`src/rtl/clock_enable_sequencer.sv`:
```
// Brings gated global clock buffers up after a PLL reset: waits for a stable lock,
// staggers the buffer CEs, releases the domain resets, and re-sequences on lock loss or restart.
module clock_enable_sequencer #(
  parameter int NUM_DOMAINS        = 4,
  parameter int PLL_RST_CYCLES     = 16,
  parameter int LOCK_STABLE_CYCLES = 256,
  parameter int STAGGER_CYCLES     = 8,
  parameter int DOM_RST_CYCLES     = 32,
  parameter int CNT_W              = 16
) (
  input  logic                   CLK,
  input  logic                   RST,
  input  logic                   PLL_LOCKED,
  input  logic                   RESTART,
  output logic                   PLL_RESET,
  output logic [NUM_DOMAINS-1:0] BUF_CE,
  output logic [NUM_DOMAINS-1:0] DOMAIN_RST,
  output logic                   READY,
  output logic [7:0]             LOSS_COUNT
);

  localparam int IDX_W = (NUM_DOMAINS > 1) ? $clog2(NUM_DOMAINS) : 1;

  localparam logic [CNT_W-1:0] PLL_RST_LOAD = CNT_W'(PLL_RST_CYCLES - 1);
  localparam logic [CNT_W-1:0] LOCK_LOAD    = CNT_W'(LOCK_STABLE_CYCLES - 1);
  localparam logic [CNT_W-1:0] STAGGER_LOAD = CNT_W'(STAGGER_CYCLES - 1);
  localparam logic [CNT_W-1:0] DOM_RST_LOAD = CNT_W'(DOM_RST_CYCLES - 1);
  localparam logic [CNT_W-1:0] CNT_ZERO     = CNT_W'(0);
  localparam logic [CNT_W-1:0] CNT_ONE      = CNT_W'(1);
  localparam logic [IDX_W-1:0] IDX_ZERO     = IDX_W'(0);
  localparam logic [IDX_W-1:0] IDX_ONE      = IDX_W'(1);
  localparam logic [IDX_W-1:0] IDX_LAST     = IDX_W'(NUM_DOMAINS - 1);

  typedef enum logic [2:0] {
    ST_PLL_RST   = 3'd0,
    ST_WAIT_LOCK = 3'd1,
    ST_ENABLE    = 3'd2,
    ST_RELEASE   = 3'd3,
    ST_RUN       = 3'd4
  } state_t;

  state_t                 state_r;
  logic [CNT_W-1:0]       cnt_r;
  logic [IDX_W-1:0]       idx_r;
  logic                   meta_r;
  logic                   lk_r;
  logic                   pll_reset_r;
  logic [NUM_DOMAINS-1:0] buf_ce_r;
  logic [NUM_DOMAINS-1:0] domain_rst_r;
  logic                   ready_r;
  logic [7:0]             loss_count_r;
  logic                   fault_s;
  logic                   shutdown_s;

  function automatic logic [7:0] sat_inc8(input logic [7:0] value);
    return (value == 8'hFF) ? 8'hFF : (value + 8'h01);
  endfunction

  // Lock loss only counts once domains are being clocked; restart is ignored while the PLL is held in reset.
  always_comb begin
    fault_s    = 1'b0;
    shutdown_s = 1'b0;
    case (state_r)
      ST_ENABLE, ST_RELEASE, ST_RUN: fault_s = ~lk_r;
      default:                       fault_s = 1'b0;
    endcase
    shutdown_s = fault_s | (RESTART & (state_r != ST_PLL_RST));
  end

  // Sequencer state, shared down-counter, lock synchronizer and registered outputs.
  always_ff @(posedge CLK) begin
    if (RST) begin
      state_r      <= ST_PLL_RST;
      cnt_r        <= PLL_RST_LOAD;
      idx_r        <= IDX_ZERO;
      meta_r       <= 1'b0;
      lk_r         <= 1'b0;
      pll_reset_r  <= 1'b1;
      buf_ce_r     <= {NUM_DOMAINS{1'b0}};
      domain_rst_r <= {NUM_DOMAINS{1'b1}};
      ready_r      <= 1'b0;
      loss_count_r <= 8'h00;
    end else begin
      meta_r <= PLL_LOCKED;
      lk_r   <= meta_r;
      if (shutdown_s) begin
        state_r      <= ST_PLL_RST;
        cnt_r        <= PLL_RST_LOAD;
        idx_r        <= IDX_ZERO;
        pll_reset_r  <= 1'b1;
        buf_ce_r     <= {NUM_DOMAINS{1'b0}};
        domain_rst_r <= {NUM_DOMAINS{1'b1}};
        ready_r      <= 1'b0;
        loss_count_r <= fault_s ? sat_inc8(loss_count_r) : loss_count_r;
      end else begin
        case (state_r)
          ST_PLL_RST: begin
            if (cnt_r == CNT_ZERO) begin
              state_r     <= ST_WAIT_LOCK;
              cnt_r       <= LOCK_LOAD;
              pll_reset_r <= 1'b0;
            end else begin
              cnt_r <= cnt_r - CNT_ONE;
            end
          end
          ST_WAIT_LOCK: begin
            // Any unlocked cycle restarts the stability window; there is no timeout.
            if (!lk_r) begin
              cnt_r <= LOCK_LOAD;
            end else if (cnt_r == CNT_ZERO) begin
              state_r <= ST_ENABLE;
              idx_r   <= IDX_ZERO;
              cnt_r   <= CNT_ZERO;
            end else begin
              cnt_r <= cnt_r - CNT_ONE;
            end
          end
          ST_ENABLE: begin
            if (cnt_r == CNT_ZERO) begin
              buf_ce_r[idx_r] <= 1'b1;
              if (idx_r < IDX_LAST) begin
                idx_r <= idx_r + IDX_ONE;
                cnt_r <= STAGGER_LOAD;
              end else begin
                state_r <= ST_RELEASE;
                cnt_r   <= DOM_RST_LOAD;
              end
            end else begin
              cnt_r <= cnt_r - CNT_ONE;
            end
          end
          ST_RELEASE: begin
            if (cnt_r == CNT_ZERO) begin
              domain_rst_r <= {NUM_DOMAINS{1'b0}};
              state_r      <= ST_RUN;
            end else begin
              cnt_r <= cnt_r - CNT_ONE;
            end
          end
          ST_RUN: begin
            ready_r <= 1'b1;
          end
          default: begin
            state_r      <= ST_PLL_RST;
            cnt_r        <= PLL_RST_LOAD;
            idx_r        <= IDX_ZERO;
            pll_reset_r  <= 1'b1;
            buf_ce_r     <= {NUM_DOMAINS{1'b0}};
            domain_rst_r <= {NUM_DOMAINS{1'b1}};
            ready_r      <= 1'b0;
          end
        endcase
      end
    end
  end

  assign PLL_RESET  = pll_reset_r;
  assign BUF_CE     = buf_ce_r;
  assign DOMAIN_RST = domain_rst_r;
  assign READY      = ready_r;
  assign LOSS_COUNT = loss_count_r;

endmodule

```
`config.mk`:
```
export PLATFORM = sky130hd
export DESIGN_NAME = clock_enable_sequencer
export DESIGN_NICKNAME = d
export VERILOG_FILES = /design/src/rtl/clock_enable_sequencer.sv
export SDC_FILE = /design/constraint.sdc
export NUM_CORES = 1
export LEC_CHECK = 0
export ABC_CLOCK_PERIOD_IN_PS = 2220
export CAP_MARGIN = 20
export CORE_MARGIN = 3
export CORE_UTILIZATION = 40
export CTS_BUF_LIST = sky130_fd_sc_hd__clkbuf_4 sky130_fd_sc_hd__clkbuf_8
export CTS_CLUSTER_SIZE = 8
export DETAILED_ROUTE_END_ITERATION = 8
export GPL_ROUTABILITY_DRIVEN = 0
export SYNTH_ARGS = -nofsm -noshare
export SYNTH_HDL_FRONTEND = slang
export SYNTH_SLANG_ARGS = --single-unit
```
`constraint.sdc`:
```
create_clock -name CLK -period 2.22 [get_ports CLK]
set_input_delay 0.333 -clock CLK [delete_from_list [all_inputs] [get_ports CLK]]
set_output_delay 0.333 -clock CLK [all_outputs]
set_load 0.1 [all_outputs]
```
-- Yosys cells after proc, flatten, opt, wreduce, memory -nomap -nowiden
Index checks and enable logic that the tools add are counted.
- ROM bits: 0
- word-level logic and storage cells: 86
- register bits: 41
- RAM bits: 0
- memories kept: 0
- output and inout bits: 18
- bits in latches: 0
- bits of input ports: 4
- bitwise logic cells: 9
- multiplexer cells: 30
- shifts and indexed selects: 0
- $add $sub $neg: 3
- reductions and logical operators: 18
- $mul: 0
- order comparisons: 3
- div/mod/pow operators: 0
- eq/ne operators: 13
- operators by type and width (cell ; number):
    two-way mux 16 bit ; 5
    one-hot mux 16 bit (5 select lines) ; 1
    two-way mux 3 bit ; 6
    logical NOT 16 bit ; 1
    inequality test 2 bit, second input constant ; 8
    one-hot mux 4 bit (2 select lines) ; 2
    OR reduction 4 bit ; 4
    subtractor 16 x 1 -> 16 bit, second input constant ; 1
    one-hot mux 3 bit (5 select lines) ; 1
    AND reduction 2 bit ; 5
    adder 8 x 1 -> 8 bit, second input constant ; 1
    == test 8 bit, second input constant ; 1
    two-way mux 2 bit ; 4
    two-way mux 4 bit ; 2
    two-way mux 8 bit ; 1
    AND reduction 7 bit ; 1
    == test 3 x 2 -> 1 bit, second input constant ; 2
    NOT 1 bit ; 6
    one-hot mux 2 bit (3 select lines) ; 1
    OR reduction 3 bit ; 2
    two-way mux 5 bit ; 1
    AND reduction 5 bit ; 1
    OR 4 bit ; 1
    one-hot mux 1 bit (2 select lines) ; 2
    other kinds (14) ; 16

-- Logic depth before layout (Yosys ltp)
Gate-level depths: netlist of the first run.
- depth in word-level cells: 7
- mapped depth: 11
- gate-level depth less buffers: 10

-- Worst setup path before layout of the first run
No wires, ideal clock.
- path kind: reg-to-reg
- start: register loss_count_r[0] (netlist: LOSS_COUNT[0])
- end: register loss_count_r[2] (netlist: LOSS_COUNT[2])
- slack: 0.109 ns
- cell stages (with the launch flop): 6
- arrival: 2.032 ns
- period minus slack after synthesis: 2.111 ns
- setup time: 0.079 ns
- path buffers: 0
- cell sequence: dfxtp_1 > ha_1 > and3_1 > nand3_1 > and4_1 > nor3_1
- word-level cells in the longest chain between the ends: 2
- elaborated cells between the ends (all ways): 3
- ends and longest elaborated chain (item ; RTL line ; source):
    from (decl) ; 51 ; logic [7:0] loss_count_r;
    from (signal assigned) ; 94 ; loss_count_r <= fault_s ? sat_inc8(loss_count_r) : loss_count_r;
    adder 8 x 1 -> 8 bit / == test 8 bit (equally long branches) ; 56 ; return (value == 8'hFF) ? 8'hFF : (value + 8'h01);
    two-way mux 8 bit (*) ; 56 ;
Mark *: on every way between the ends. The rest lies on a longest branch, timed or not.
A chain may end at the register's enable or synchronous reset.

-- Worst setup path in the final report of the first run
- start: register cnt_r[0]
- end: register cnt_r[3]
- word-level cells in the longest chain between the ends: 4
- elaborated cells between the ends (all ways): 10
- ends and longest elaborated chain (item ; RTL line ; source):
    from (decl) ; 43 ; logic [CNT_W-1:0] cnt_r;
    from (signal assigned) ; 103 ; cnt_r <= cnt_r - CNT_ONE;
    from (signal assigned) ; 115 ; cnt_r <= cnt_r - CNT_ONE;
    from (signal assigned) ; 129 ; cnt_r <= cnt_r - CNT_ONE;
    subtractor 16 x 1 -> 16 bit / logical NOT 16 bit (equally long branches) ; n/a ;
    two-way mux 16 bit ; 110 ; end else if (cnt_r == CNT_ZERO) begin
    two-way mux 16 bit ; 108 ; if (!lk_r) begin
    one-hot mux 16 bit (5 select lines) ; 96 ; case (state_r)
Parallel ways exist; a longest one is shown, timed or not. The select of a mux whose other input is x is not followed.

==> results_dict.tcl, run 1 <==
set metrics [dict create \
    timing.hold.worst.start "meta_r" \
    yosys_warnings 0 \
    min_path_cells 1 \
    register_area_um2 761 \
    grt_antenna_before_repair 0 \
    maxSlewHeadroom_pct 58.5 \
    setup-violations-final 0 \
    async_flop_share_pct 0 \
    cts.htree.levels 2 \
    hold_path_end "lk_r" \
    avgRoutedWirePerCell_um 14.0 \
    critical_path.startpoint_type "flop" \
    critPathMaxStageDelay_ns 0.40 \
    crit_required_ns 2.39 \
    die_h_um 78.1 \
    vdd.ir_drop.worst_mv 0.262 \
    layout.nets 289 \
    p_leak_nw 1.00 \
    min-delay-path-class "flop to flop" \
    pre_cts_slack_ns 0.0467 \
    period_share_pct 93.2 \
    worst_setup_hold_path_clk_slew_ns 0.07 \
    final_max_slew_viol_count 0 \
    timing.final.hold_violations 0 \
    cpLargestDelayFamily "compound AO/OA/AOI/OAI gates" \
    clk_latency_ns 0.30 \
    dr.pass1.iters 4 \
    synth_cell_type_count 54 \
    synth_top_area_share_pct 36.6 \
    synthesis.area_mm2 0.00208 \
    clock_tree.buffer_depth 2 \
    grt_util_all_layers_pct 16.4 \
    clock-root-buffer "sky130_fd_sc_hd__clkbuf_8" \
    cts_tree "done" \
    critical_path.max_fanout 8 \
    syn_area_per_cell_um2 8.42 \
    worst_setup_path_end_kind "flop" \
    multiInputGateArea_mm2 0.00120 \
    clock_sink_count 38 \
    numPortBuffers 21 \
    synthCells 247 \
    core_area_mm2 0.00488 \
    synthesis.nets 258 \
    cellPowerDensity_mw_per_mm2 546 \
    antenna_left 0 \
    start_util_pct 42.6 \
    dp_hpwl_um 3380 \
    num_rows 25 \
    initialDrtViolationCount 265 \
    timing.critical_path.buf_inv 1 \
    num_vias 1846 \
    dieArea_mm2 0.00610 \
    number_of_clock_buffers_inserted_by_tritoncts 5 \
    drt-total-wl_um 4840 \
    status "completed" \
    r2r_start "cnt_r[0]" \
    post_synth_edffs 0 \
    number_of_diodes 0 \
    timing.fmax_ghz 0.483 \
    remaining_drc_errors 0 \
    r2r.worst_path.cells 8 \
    critical_path.reg2reg.endpoint "cnt_r[3]" \
    first_global_vias 1653 \
    worst-r2r-setup-slack_ns 0.15 \
    worst_pin_slew_ns 0.621 \
    detail_route.vias_per_cell 5.35 \
    io_count 22 \
    synth-seq-cells 38 \
    grt_overflow_total 0 \
    finClkSkew_ns 0.00557 \
    drive_above_1_share_pct 20.9 \
    series_of_cell_instances_along_the_critical_path "inv_2 -> ha_1 -> nor4b_4 -> and4_2 -> a21oi_4 -> a21bo_2 -> o32ai_1 -> nand3_1" \
    maxCapViolCount 0 \
    syn_to_final_growth_pct 19.4 \
    fillerInstances 495 \
    period_needed_ns 2.07 \
    synthDominantAreaCellType "sky130_fd_sc_hd__dfxtp_1" \
    die_w_um 78.1 \
    ys.flop_type "sky130_fd_sc_hd__dfxtp_1" \
    crit_arrival_ns 2.24 \
    post_synth_main_area_contributors "sky130_fd_sc_hd__dfxtp_1 (37%), sky130_fd_sc_hd__a21oi_1 (6.0%), sky130_fd_sc_hd__ha_1 (4.2%), sky130_fd_sc_hd__nand2_1 (4.0%), sky130_fd_sc_hd__nor2_1 (4.0%)" \
    timing.critical_path.slowest_stage_cell "sky130_fd_sc_hd__dfxtp_1" \
    criticalPathCategory "flop to flop" \
    setup_ws_ns 0.151 \
    share_of_the_yosys_chip_area_belonging_to_registers_pct 36.6 \
    worst_hold_slack_ns 0.442 \
    grt_pass1_wl_um 8100 \
    largest_net_degree_at_the_start_of_global_routing 19 \
]
[kinds of logic after synthesis]
kind of cell    after synthesis  synth area share (%)
xor+xnor                      9                  3.79
mux                           1                 0.541
fa+ha+maj                     7                  4.21
compound gates               70                  21.3
flops                        38                  36.6
buf+inv                      21                  6.43
simple gates                101                  27.1
[worst max-delay path by stage]
stage	from	to	slack, ns	cells after the start
floorplan	LOSS_COUNT[0]	LOSS_COUNT[2]	0.11	5
global placement	cnt_r[0]	cnt_r[3]	0.01	8
detailed placement	cnt_r[0]	cnt_r[3]	0.05	8
CTS	cnt_r[0]	cnt_r[3]	0.02	8
global route	cnt_r[1]	cnt_r[2]	-0.04	9
finish	cnt_r[0]	cnt_r[3]	0.15	8
[through the flow]
stage	utilization [%]	instance area, um2	power, mW	instances	setup TNS (ns)
after global routing	50.9	2480	1.41	345	-0.0890
after floorplan	-	2080	0.746	247	0
after global placement	47.9	2340	0.761	336	0
after detailed placement	47.9	2340	0.761	336	0
final	50.9	2480	1.36	345	0
after CTS	50.3	2450	1.37	343	0
[cell usage after synthesis, types with 2 or more instances]
cell / number
sky130_fd_sc_hd__nand2_1: 22
sky130_fd_sc_hd__a21oi_2: 2
sky130_fd_sc_hd__clkbuf_1: 3
sky130_fd_sc_hd__nor3_1: 11
sky130_fd_sc_hd__nand2b_1: 3
sky130_fd_sc_hd__inv_1: 6
sky130_fd_sc_hd__buf_6: 3
sky130_fd_sc_hd__nor4_1: 3
sky130_fd_sc_hd__xnor2_1: 4
sky130_fd_sc_hd__o311ai_0: 2
sky130_fd_sc_hd__nor4_2: 2
sky130_fd_sc_hd__and3_1: 5
sky130_fd_sc_hd__xor2_1: 5
sky130_fd_sc_hd__a31oi_1: 7
sky130_fd_sc_hd__nor2_1: 22
sky130_fd_sc_hd__and4_1: 4
sky130_fd_sc_hd__buf_4: 4
sky130_fd_sc_hd__dfxtp_1: 38
sky130_fd_sc_hd__a21oi_1: 25
sky130_fd_sc_hd__ha_1: 7
sky130_fd_sc_hd__nor2b_1: 3
sky130_fd_sc_hd__o22ai_1: 3
sky130_fd_sc_hd__nor3b_1: 3
sky130_fd_sc_hd__nand3_1: 9
sky130_fd_sc_hd__o21ai_0: 14
sky130_fd_sc_hd__a211oi_1: 2
sky130_fd_sc_hd__nand4_1: 3
sky130_fd_sc_hd__a22o_1: 5
sky130_fd_sc_hd__buf_2: 2
[power by group]
| part | switching (mW) | internal, mW |
|---|---|---|
| Sequential | 0.00778 | 0.688 |
| Clock | 0.250 | 0.360 |
| Combinational | 0.0280 | 0.0235 |
[layer usage]
metal	vias up	wire length [um]	GRT usage, %
met2	34	2090	22.8
li1	958	-	-
met3	6	196	3.21
met5	-	0	0
met4	0	65	6.47
met1	848	2490	24.5
[repair_timing]
item | CTS | global route
resized for setup | 0 | 4
endpoints found under the setup margin | 0 | 14
setup buffers | 0 | 2
hold buffers | 0 | 0
[layout make-up]
| class | instances | share of cell area [%] |
|---|---|---|
| sequential | 38 | 30.6 |
| multi-input combinational | 188 | 48.4 |
| clock inverter | 1 | 1.21 |
| tap | 67 | 3.37 |
| timing repair buffer | 38 | 11.8 |
| inverter | 7 | 1.26 |
| clock buffer | 6 | 3.32 |
[state kept, by name, indices dropped and copies added (netlist names)]
name	cells
meta_r	1
BUF_CE	4
LOSS_COUNT	8
lk_r	1
idx_r	2
READY	1
PLL_RESET	1
DOMAIN_RST	1
state_r	3
cnt_r	16
[placed cells by master (no fill, tap or decap), types with 2 or more instances in the layout]
master / instances
sky130_fd_sc_hd__o22ai_1: 3
sky130_fd_sc_hd__o311ai_0: 2
sky130_fd_sc_hd__nor2_1: 22
sky130_fd_sc_hd__nor4_1: 3
sky130_fd_sc_hd__inv_1: 5
sky130_fd_sc_hd__nand2b_1: 3
sky130_fd_sc_hd__a211oi_1: 2
sky130_fd_sc_hd__and4_1: 3
sky130_fd_sc_hd__nor2b_1: 3
sky130_fd_sc_hd__buf_4: 35
sky130_fd_sc_hd__a21oi_1: 25
sky130_fd_sc_hd__nor3b_1: 3
sky130_fd_sc_hd__xnor2_1: 4
sky130_fd_sc_hd__xor2_1: 5
sky130_fd_sc_hd__o21ai_0: 14
sky130_fd_sc_hd__nand2_1: 22
sky130_fd_sc_hd__a31oi_1: 7
sky130_fd_sc_hd__nand3_1: 9
sky130_fd_sc_hd__clkdlybuf4s50_1: 3
sky130_fd_sc_hd__ha_1: 7
sky130_fd_sc_hd__dfxtp_1: 38
sky130_fd_sc_hd__nor3_1: 11
sky130_fd_sc_hd__nor4_2: 2
sky130_fd_sc_hd__nand4_1: 3
sky130_fd_sc_hd__a22o_1: 5
sky130_fd_sc_hd__and3_1: 5
sky130_fd_sc_hd__clkbuf_8: 6
No activity file was read; power rests on OpenSTA's default activity.
==> run 2: changes to the inputs <==
- PLACE_DENSITY: default -> 0.67
==> run 2 against run 1 <==
Effect of this change: core utilization decreased by 1.6 points; cell area decreased by 3.2%; combinational power decreased by 4%; total power decreased by 8.4%; sequential share of layout area increased by 1.0 points; largest cell class unchanged; highest routed layer unchanged.
==> results_dict.tcl, run 2 (synthesis results as in run 1) <==
set metrics [dict create \
    timing.fmax_ghz 0.471 \
    min_path_cells 1 \
    rsz_0062_raised_after_global_routing "true" \
    p_leak_nw 0.965 \
    critical_path.startpoint_type "flop" \
    core_area_mm2 0.00488 \
    r2r_start "cnt_r[0]" \
    maxCapViolCount 0 \
    syn_to_final_growth_pct 15.6 \
    timing.critical_path.from "cnt_r[0]" \
    final_max_slew_viol_count 0 \
    start_util_pct 42.6 \
    largest_net_degree_at_the_start_of_global_routing 23 \
    worst_pin_slew_ns 0.533 \
    dieArea_mm2 0.00610 \
    cellPowerDensity_mw_per_mm2 516 \
    drive_above_1_share_pct 19.0 \
    critical_path.reg2reg.endpoint "cnt_r[3]" \
    timing.final.hold_violations 0 \
    critical_path.max_fanout 10 \
    antenna_left 0 \
    grt_util_all_layers_pct 15.1 \
    grt_antenna_before_repair 0 \
    dp_hpwl_um 3170 \
    drt-total-wl_um 4390 \
    min-delay-path-class "flop to flop" \
    dr.pass1.iters 5 \
    setup_total_negative_slack_ns 0 \
    initialDrtViolationCount 123 \
    die_h_um 78.1 \
    detail_route.vias_per_cell 5.41 \
    largest_register_ff_count 16 \
    fillerInstances 506 \
    status "completed" \
    pre_cts_slack_ns 0.0741 \
    worst_setup_path_end_kind "flop" \
    first_global_vias 1666 \
    largest_register_by_flop_count "cnt_r" \
    cts.htree.levels 2 \
    r2r.worst_path.cells 8 \
    instances_no_fill 340 \
    hold_path_end "lk_r" \
    grt_pass1_wl_um 7510 \
    num_rows 25 \
    most-common-layout-cells "sky130_fd_sc_hd__dfxtp_1 (38), sky130_fd_sc_hd__buf_4 (29), sky130_fd_sc_hd__a21oi_1 (25), sky130_fd_sc_hd__nor2_1 (22), sky130_fd_sc_hd__nand2_1 (22)" \
    post_cts_hold_buffer_count 0 \
    number_of_diodes 0 \
    finClkSkew_ns 0.00383 \
    period_share_pct 95.6 \
    worst-r2r-setup-slack_ns 0.1 \
    clock_sink_count 38 \
    vdd.ir_drop.worst_mv 0.306 \
    avgRoutedWirePerCell_um 12.9 \
    crit_arrival_ns 2.29 \
    setup_ws_ns 0.0979 \
    layout_commonest_cell "sky130_fd_sc_hd__dfxtp_1" \
    criticalPathCategory "flop to flop" \
    clock_tree.buffer_depth 2 \
    timing.hold.worst.start "meta_r" \
    period_needed_ns 2.12 \
    layout.nets 283 \
    io_count 22 \
    number_of_clock_buffers_inserted_by_tritoncts 5 \
    cts_tree "done" \
    maxSlewHeadroom_pct 64.4 \
    grt_overflow_total 0 \
    num_vias 1838 \
    crit_required_ns 2.39 \
    clk_latency_ns 0.29 \
    placed_cells 332 \
    remaining_drc_errors 0 \
    setup-violations-final 0 \
    numPortBuffers 21 \
    die_w_um 78.1 \
    worst_setup_hold_path_clk_slew_ns 0.07 \
    clock-root-buffer "sky130_fd_sc_hd__clkbuf_8" \
]
[run 2: cell types whose count changed in the layout (fill, tap and decap cells not counted)]
cell,before,now
sky130_fd_sc_hd__bufinv_16,1,0
sky130_fd_sc_hd__inv_2,1,0
sky130_fd_sc_hd__nor4b_2,0,1
sky130_fd_sc_hd__inv_1,5,6
sky130_fd_sc_hd__buf_4,35,29
sky130_fd_sc_hd__a21oi_4,1,0
sky130_fd_sc_hd__clkbuf_4,0,1
sky130_fd_sc_hd__clkinv_2,0,1
sky130_fd_sc_hd__a21oi_2,1,2
sky130_fd_sc_hd__nor4b_4,1,0
[run 2: power by group]
| group | switching (mW) | internal, mW | leakage [nW] |
|---|---|---|---|
| clock network | 0.235 | 0.263 | 0.0517 |
| logic | 0.0272 | 0.0224 | 0.606 |
| registers | 0.00735 | 0.688 | 0.307 |
| total | 0.269 | 0.973 | 0.965 |
[run 2: layer usage]
metal | part of all wire (%) | track usage, % | vias up
li1 | - | - | 945
met1 | 51 | 20.6 | 833
met2 | 43 | 22.5 | 47
met3 | 4.3 | 3.44 | 13
met4 | 2.4 | 7.17 | 0
met5 | 0 | 0 | -
[run 2: critical path, stage by stage (launching register included)]
cell and delay (ns):
sky130_fd_sc_hd__dfxtp_1 0.38, sky130_fd_sc_hd__inv_1 0.10, sky130_fd_sc_hd__ha_1 0.20, sky130_fd_sc_hd__nor4b_2 0.16, sky130_fd_sc_hd__and4_2 0.28, sky130_fd_sc_hd__a21oi_2 0.22
sky130_fd_sc_hd__a21bo_2 0.26, sky130_fd_sc_hd__o32ai_1 0.29, sky130_fd_sc_hd__nand3_1 0.10
[run 2: worst max path at each step]
stage	to	slack (ns)	cells past startpoint
after CTS	cnt_r[3]	0.05	8
after floorplan	LOSS_COUNT[2]	0.11	5
final	cnt_r[3]	0.1	8
after global routing	cnt_r[3]	-0.02	8
after detailed placement	cnt_r[3]	0.07	8
after global placement	cnt_r[3]	0.11	8
[run 2: through the flow]
stage,power (mW),utilization [%],hold slack (ns),instance area [um2]
floorplan,0.746,-,0.414,2080
global placement,0.760,47.3,0.425,2310
detailed placement,0.761,47.3,0.438,2310
CTS,1.26,49.3,0.463,2400
global route,1.30,49.3,0.472,2410
finish,1.24,49.3,0.458,2410
[run 2: area by class of cell]
class / count / area, um2 / share of cell area (%)
flip-flops and latches: 38 / 761 / 31.6
inverters: 7 / 31.3 / 1.30
clock inverters: 1 / 5.00 / 0.208
repair buffers: 32 / 248 / 10.3
well taps: 67 / 83.8 / 3.48
clock buffers: 7 / 90.1 / 3.74
multi-input cells: 188 / 1190 / 49.3
[run 2: timing repair]
item                       CTS  global route
buffers inserted             0             0
setup endpoints to repair    0            14
gates resized for setup      0             1
